--- src/rtl/ifu_pkg.sv ---
// ---------------------------------------------------------------------------
// ifu_pkg
// Shared types and constants for the instruction fetch unit.
//   XLEN      : architectural word / address width
//   PC_STEP   : byte distance between sequential instructions
//   NOP_INSTR : canonical RV32I NOP (addi x0, x0, 0)
//   ifu_entry_t : buffered {pc, instr} pair held in the fetch FIFO
// ---------------------------------------------------------------------------
package ifu_pkg;

    localparam int              XLEN      = 32;
    localparam logic [XLEN-1:0] PC_STEP   = 32'd4;
    localparam logic [XLEN-1:0] NOP_INSTR = 32'h0000_0013;

    typedef struct packed {
        logic [XLEN-1:0] pc;
        logic [XLEN-1:0] instr;
    } ifu_entry_t;

endpackage

--- src/rtl/ifu_fifo.sv ---
// ---------------------------------------------------------------------------
// ifu_fifo
// Synchronous FIFO with flush, used to buffer fetched {pc, instr} entries.
// Output is registered storage (no write-through bypass): an entry pushed in
// cycle N is visible at the head in cycle N+1.
// Parameters:
//   DEPTH : number of entries, power of two, >= 2
//   WIDTH : entry width in bits
// Ports:
//   clk, rstn     : clock, synchronous active-low reset
//   flush_i       : discard all entries (push and pop ignored this cycle)
//   push_i        : write push_data_i at the tail
//   push_data_i   : entry to write
//   pop_i         : remove the head entry
//   head_o        : current head entry (undefined when empty)
//   empty_o       : no entries stored
//   count_o       : number of entries stored (0..DEPTH)
// ---------------------------------------------------------------------------
module ifu_fifo #(
    parameter int DEPTH = 2,
    parameter int WIDTH = 64
) (
    input  logic                   clk,
    input  logic                   rstn,
    input  logic                   flush_i,
    input  logic                   push_i,
    input  logic [WIDTH-1:0]       push_data_i,
    input  logic                   pop_i,
    output logic [WIDTH-1:0]       head_o,
    output logic                   empty_o,
    output logic [$clog2(DEPTH):0] count_o
);

    localparam int AW = $clog2(DEPTH);
    localparam int CW = AW + 1;

    logic [WIDTH-1:0] mem_q [DEPTH];
    logic [AW-1:0]    wr_ptr_q, wr_ptr_d;
    logic [AW-1:0]    rd_ptr_q, rd_ptr_d;
    logic [CW-1:0]    count_q, count_d;
    logic             do_push, do_pop, full;

    assign empty_o = (count_q == '0);
    assign full    = (count_q == CW'(DEPTH));
    assign do_pop  = pop_i && !empty_o;
    // A push into a full FIFO is only legal when the head leaves in the same cycle.
    assign do_push = push_i && (!full || do_pop);

    always_comb begin
        wr_ptr_d = wr_ptr_q;
        rd_ptr_d = rd_ptr_q;
        count_d  = count_q;
        if (flush_i) begin
            wr_ptr_d = '0;
            rd_ptr_d = '0;
            count_d  = '0;
        end else begin
            if (do_push) wr_ptr_d = wr_ptr_q + AW'(1);
            if (do_pop)  rd_ptr_d = rd_ptr_q + AW'(1);
            count_d = count_q + CW'(do_push) - CW'(do_pop);
        end
    end

    always_ff @(posedge clk) begin
        if (!rstn) begin
            wr_ptr_q <= '0;
            rd_ptr_q <= '0;
            count_q  <= '0;
        end else begin
            wr_ptr_q <= wr_ptr_d;
            rd_ptr_q <= rd_ptr_d;
            count_q  <= count_d;
        end
    end

    // Storage is data-only; validity is tracked by the pointers and count.
    always_ff @(posedge clk) begin
        if (do_push && !flush_i) begin
            mem_q[wr_ptr_q] <= push_data_i;
        end
    end

    assign head_o  = mem_q[rd_ptr_q];
    assign count_o = count_q;

endmodule

--- src/rtl/instr_fetch_unit.sv ---
// ---------------------------------------------------------------------------
// instr_fetch_unit
// Fetch stage of the pipelined RV32I core. Issues sequential word reads to
// instruction memory (valid/ready request, in-order responses), buffers the
// returned words with their PCs and hands them to decode (valid/ready).
// A redirect from execute retargets fetch, flushes the buffer and marks every
// outstanding response as stale so it is dropped on arrival.
//
// Optional feature macro: IFU_MISALIGN_TRAP_EN
//   defined   : a redirect to a non-word-aligned target stops fetching and
//               presents a single sticky entry (if_misalign=1, if_pc=target,
//               if_instr=NOP) until the next redirect.
//   undefined : if_misalign is absent and redirect_addr[1:0] are ignored.
//
// Parameters:
//   RESET_ADDR : first fetch address after reset
//   FIFO_DEPTH : buffer entries and max requests in flight (power of two, >= 2)
// Ports:
//   clk, rstn                       : clock, synchronous active-low reset
//   redirect_valid, redirect_addr   : replace fetch stream this cycle
//   imem_req_valid/ready/addr       : memory read request channel
//   imem_rsp_valid/data             : in-order read responses
//   if_valid/ready                  : handshake to decode
//   if_instr, if_pc, if_pc_next     : instruction, its PC and PC+4
//   if_misalign                     : misaligned redirect target (feature only)
// ---------------------------------------------------------------------------
module instr_fetch_unit
    import ifu_pkg::*;
#(
    parameter logic [31:0] RESET_ADDR = 32'h0000_0000,
    parameter int          FIFO_DEPTH = 2
) (
    input  logic            clk,
    input  logic            rstn,
    input  logic            redirect_valid,
    input  logic [XLEN-1:0] redirect_addr,
    output logic            imem_req_valid,
    input  logic            imem_req_ready,
    output logic [XLEN-1:0] imem_req_addr,
    input  logic            imem_rsp_valid,
    input  logic [XLEN-1:0] imem_rsp_data,
    output logic            if_valid,
    input  logic            if_ready,
    output logic [XLEN-1:0] if_instr,
    output logic [XLEN-1:0] if_pc,
    output logic [XLEN-1:0] if_pc_next
`ifdef IFU_MISALIGN_TRAP_EN
    ,
    output logic            if_misalign
`endif
);

    localparam int CW = $clog2(FIFO_DEPTH) + 1;

    logic [XLEN-1:0] fetch_addr_q, fetch_addr_d;
    logic [XLEN-1:0] rsp_pc_q, rsp_pc_d;
    logic [CW-1:0]   inflight_q, inflight_d;
    logic [CW-1:0]   stale_q, stale_d;
    logic            trap_q, trap_d;
    logic [XLEN-1:0] redir_tgt;

    logic            fifo_empty, fifo_push, fifo_pop;
    logic [CW-1:0]   fifo_count;
    logic [CW:0]     used;
    logic            credit_ok, req_fire, rsp_keep;
    ifu_entry_t      push_entry, head;

`ifdef IFU_MISALIGN_TRAP_EN
    assign redir_tgt = redirect_addr;
    assign trap_d    = redirect_valid ? (redirect_addr[1:0] != 2'b00) : trap_q;
`else
    logic unused_redir_lsbs;
    assign unused_redir_lsbs = ^redirect_addr[1:0];
    assign redir_tgt         = {redirect_addr[XLEN-1:2], 2'b00};
    assign trap_d            = 1'b0;
`endif

    // Every slot is either buffered or reserved by an outstanding request, so
    // the FIFO can never overflow. A pop this cycle frees its slot right away,
    // which is what sustains one instruction per cycle at FIFO_DEPTH == 2.
    assign used      = {1'b0, inflight_q} + {1'b0, fifo_count} - (CW+1)'(fifo_pop);
    assign credit_ok = (used < (CW+1)'(FIFO_DEPTH));

    assign imem_req_valid = rstn && !redirect_valid && !trap_q && credit_ok;
    assign imem_req_addr  = fetch_addr_q;
    assign req_fire       = imem_req_valid && imem_req_ready;

    // A live response arriving together with a redirect is dropped as well.
    assign rsp_keep   = imem_rsp_valid && (stale_q == '0) && !redirect_valid;
    assign fifo_push  = rsp_keep;
    assign fifo_pop   = !fifo_empty && if_ready && !redirect_valid;
    assign push_entry = '{pc: rsp_pc_q, instr: imem_rsp_data};

    always_comb begin
        fetch_addr_d = fetch_addr_q;
        rsp_pc_d     = rsp_pc_q;
        stale_d      = stale_q;
        inflight_d   = inflight_q + CW'(req_fire) - CW'(imem_rsp_valid);
        if (redirect_valid) begin
            fetch_addr_d = redir_tgt;
            rsp_pc_d     = redir_tgt;
            // Everything still outstanding after this cycle belongs to the old stream.
            stale_d      = inflight_d;
        end else begin
            if (req_fire) fetch_addr_d = fetch_addr_q + PC_STEP;
            if (imem_rsp_valid && (stale_q != '0)) stale_d = stale_q - CW'(1);
            if (rsp_keep) rsp_pc_d = rsp_pc_q + PC_STEP;
        end
    end

    always_ff @(posedge clk) begin
        if (!rstn) begin
            fetch_addr_q <= RESET_ADDR;
            rsp_pc_q     <= RESET_ADDR;
            inflight_q   <= '0;
            stale_q      <= '0;
            trap_q       <= 1'b0;
        end else begin
            fetch_addr_q <= fetch_addr_d;
            rsp_pc_q     <= rsp_pc_d;
            inflight_q   <= inflight_d;
            stale_q      <= stale_d;
            trap_q       <= trap_d;
        end
    end

    ifu_fifo #(
        .DEPTH (FIFO_DEPTH),
        .WIDTH ($bits(ifu_entry_t))
    ) u_fifo (
        .clk         (clk),
        .rstn        (rstn),
        .flush_i     (redirect_valid),
        .push_i      (fifo_push),
        .push_data_i (push_entry),
        .pop_i       (fifo_pop),
        .head_o      (head),
        .empty_o     (fifo_empty),
        .count_o     (fifo_count)
    );

    // Outputs are forced to zero when nothing is presented so decode never
    // sees stale storage contents. While trapped, fetch_addr_q holds the
    // misaligned target because no request can fire.
    always_comb begin
        if_valid = 1'b0;
        if_instr = '0;
        if_pc    = '0;
        if (trap_q) begin
            if_valid = 1'b1;
            if_instr = NOP_INSTR;
            if_pc    = fetch_addr_q;
        end else if (!fifo_empty) begin
            if_valid = 1'b1;
            if_instr = head.instr;
            if_pc    = head.pc;
        end
    end

    assign if_pc_next = if_pc + PC_STEP;

`ifdef IFU_MISALIGN_TRAP_EN
    assign if_misalign = trap_q;
`endif

    // A response with nothing outstanding means memory broke the protocol.
    always @(posedge clk) begin
        if (rstn && imem_rsp_valid) begin
            assert (inflight_q != '0)
                else $error("instr_fetch_unit: response with no request outstanding");
        end
    end

endmodule
--- config.mk ---
export PLATFORM = sky130hd
export DESIGN_NAME = instr_fetch_unit
export DESIGN_NICKNAME = d
export VERILOG_FILES = /design/src/rtl/ifu_pkg.sv /design/src/rtl/ifu_fifo.sv /design/src/rtl/instr_fetch_unit.sv
export SDC_FILE = /design/constraint.sdc
export NUM_CORES = 1
export LEC_CHECK = 0
export CAP_MARGIN = 40
export CORE_ASPECT_RATIO = 1.5
export CORE_UTILIZATION = 50
export DETAILED_ROUTE_END_ITERATION = 8
export PLACE_DENSITY_LB_ADDON = 0.2
export SLEW_MARGIN = 20
export SYNTH_ARGS = -nofsm -noshare
export SYNTH_HDL_FRONTEND = slang
export SYNTH_HIERARCHICAL = 1
export SYNTH_SLANG_ARGS = --single-unit
--- constraint.sdc ---
create_clock -name clk -period 14.4 [get_ports clk]
set_input_delay 3.6 -clock clk [delete_from_list [all_inputs] [get_ports clk]]
set_output_delay 3.6 -clock clk [all_outputs]
set_load 0.005 [all_outputs]
==> run summary <==
fraction of registers with async set/reset: 0%
status: complete, no violations
HPWL after detailed placement: 15500 µm
initial core utilization: 51.4%
synth top area cells: edfxtp_1 41%, dfxtp_1 15%, mux2_2 7.7%, nor2b_1 4.4%, xnor2_1 4.3%
placed inst area: 0.0115 mm²
power per cell area: 102 mW/mm²
Max Cap Viol: 0
CTS root buf: clkbuf_16
syn_area_per_cell: 11.8 µm²
RSZ-0062 raised after global routing: false
Post-Route Skew: 21.3 ps
Cell Area, Synth: 0.00931 mm²
CP required: 10800 ps
Total GRT Usage: 22.8%
Reg clk slew, reported paths: 70 ps
slowest CP cell: clkdlybuf4s50_1
worst setup margin: 4060 ps
drt wl/cell: 17.2 µm
vias in the first global route: 6610
Yosys top cell area share: 41.3%
Ant. Diodes: 0
critical path cell sequence: clkdlybuf4s50_1, inv_2, and3_1, ha_1, nand2b_1, fa_1, xor2_1, and3_1, clkdlybuf4s50_1
Worst Tran Pin Value: 793 ps
number of synthesized flops with an enable pin: 128
Final ANT Viol Nets: 0
First-pass DRT Iterations: 5
Clock Sinks: 197
vias post-DR: 6637
final setup vio count: 0
commonest non-fill, non-tap cells in the layout: 195 x clkdlybuf4s50_1, 128 x edfxtp_1, 68 x dfxtp_1
Tmin final: 10340 ps
setup TNS: 0 ps
Final #Nets: 1061
core area: 0.0181 mm²
H-Tree Depth: 4
die area: 0.0192 mm²
final period utilization: 71.8%
GPL Wtd Cong: 0.876
area of the multi-input gates: 0.00383 mm²
Post-Place Worst Slack: 4030 ps
synthesis-to-layout area growth: 29.8%
register bit total from synthesis: 197
Primary FF master, synth: edfxtp_1
Setup Fix Bufs, Post-CTS: 0
Max Slew Vio Count: 0
DRT iter0 DRCs: 405
crit path launch: redirect_valid
YS warnings: 6
Die X: 113 µm
WL final: 21400 µm
largest net degree at the start of global routing: 87
CTS max path bufs: 2
WHS: 508 ps
CTS buffer count: 17
Setup crit end kind: primary output
post-synthesis sequential area ratio: 56.1%
worst-path fanout max: 19
Hold-fix buffers, CTS: 0
Reg-to-Reg Start: u_fifo/count_o[0]
Hold Crit Start: rsp_pc_q[17]
FF/Latch Area: 0.00523 mm²
HP Class: flop to flop
CTS tree: done
share of cells above drive strength 1: 12.0%
total gr overflow: 0
via/cell ratio: 5.35
row count: 60
Arrival @ worst endpoint: 6740 ps
latest clock arrival within the worst-skew pair: 430 ps
Hold Vio Cnt, Final: 0
Unique masters post-synth: 52
Core Util, Final: 66.8%
cell taking the most area after synthesis: edfxtp_1
first-pass GRT wire length: 34000 µm
critical path class: primary input to primary output
VDD IR max: 0.0842 mV
I/O Buffers: 195
post-CTS sizing: 0
drc violations: 0
fill count: 1438
slew margin rel.: 47.1%
Fmax: 0.0967 GHz
commonest non-fill, non-tap cell in the layout: clkdlybuf4s50_1
Die Y: 169 µm
P_leak: 4.03 nW
Setup crit start kind: primary input
Cells after Synth: 790
design area: 0.0121 mm²
Top-Level Pins: 200
Crit path largest cell delay: 950 ps
initial antenna violation count: 0
through the flow:
step                      instances  total power [mW]
after floorplan                 795             0.715
after global placement         1205             0.779
after detailed placement       1209             0.783
after CTS                      1241              1.24
after global routing           1241              1.28
final                          1241              1.23
area by class of cell:
cell class / instances / share of cell area (%)
Tap cell: 248 / 2.57
Inverter: 19 / 0.590
Clock buffer: 17 / 3.52
Multi-Input combinational cell: 540 / 31.7
Sequential cell: 197 / 43.3
Clock inverter: 15 / 1.29
Timing Repair Buffer: 205 / 17.1
worst max-delay path: cells and delay by family:
family        cells  cell delay (ps)
buf+inv           3             1510
fa+ha+maj         2              670
simple gates      3              620
xor+xnor          1              340
cell families after synthesis:
kind of cell,Yosys count,synth area share [%]
adder cells (fa/ha/maj),11,1.56
XOR/XNOR,83,7.81
AND/OR/NAND/NOR,269,17.1
other,1,0.0403
AO/OA/AOI/OAI,104,6.17
buffers and inverters,58,3.13
multiplexers,67,8.07
flip-flops,197,56.1
metal layers:
layer	vias to the layer above	share of wire [%]	track usage [%]
met4	0	2.2	7.78
li1	3243	-	-
met5	-	0	0
met1	3155	41	26.6
met2	212	51	41.0
met3	27	5.7	4.87
sequential cells by signal (all words and copies together), names as in the netlist, named ones only:
name	count
u_fifo/mem_q	128
u_fifo/count_o	2
imem_req_addr	30
stale_q	2
inflight_q	2
u_fifo/rd_ptr_q	1
rsp_pc_q	30
u_fifo/wr_ptr_q	1
path summary, 6_finish.rpt:
path	to	slack [ps]	cells after the start
worst max-delay path	imem_req_valid	4060	9
worst min register to register	u_fifo/mem_q[1][49]	510	0
worst max register to register	stale_q[1]	10490	16
worst min-delay path	u_fifo/mem_q[1][49]	510	0
cells in the mapped netlist, drive strengths merged, types with 10 or more instances:
library cell and count:
edfxtp 128, dfxtp 69, nor2b 65, mux2 64
a21oi 53, xnor2 46, nand2 41, xor2 37
o21ai 34, nand3 32, clkbuf 24, nand4 20
inv 19, and3 17, nor2 16, buf 15
and4 14, nor3 14, nor4 12, and2 11
ha 10
where the power goes:
part,total (mW),internal (mW),switching (mW)
registers,0.645,0.625,0.0206
logic,0.126,0.0680,0.0577
clock network,0.460,0.233,0.227
total,1.23,0.925,0.306
Power figures use the tool's default switching activity.
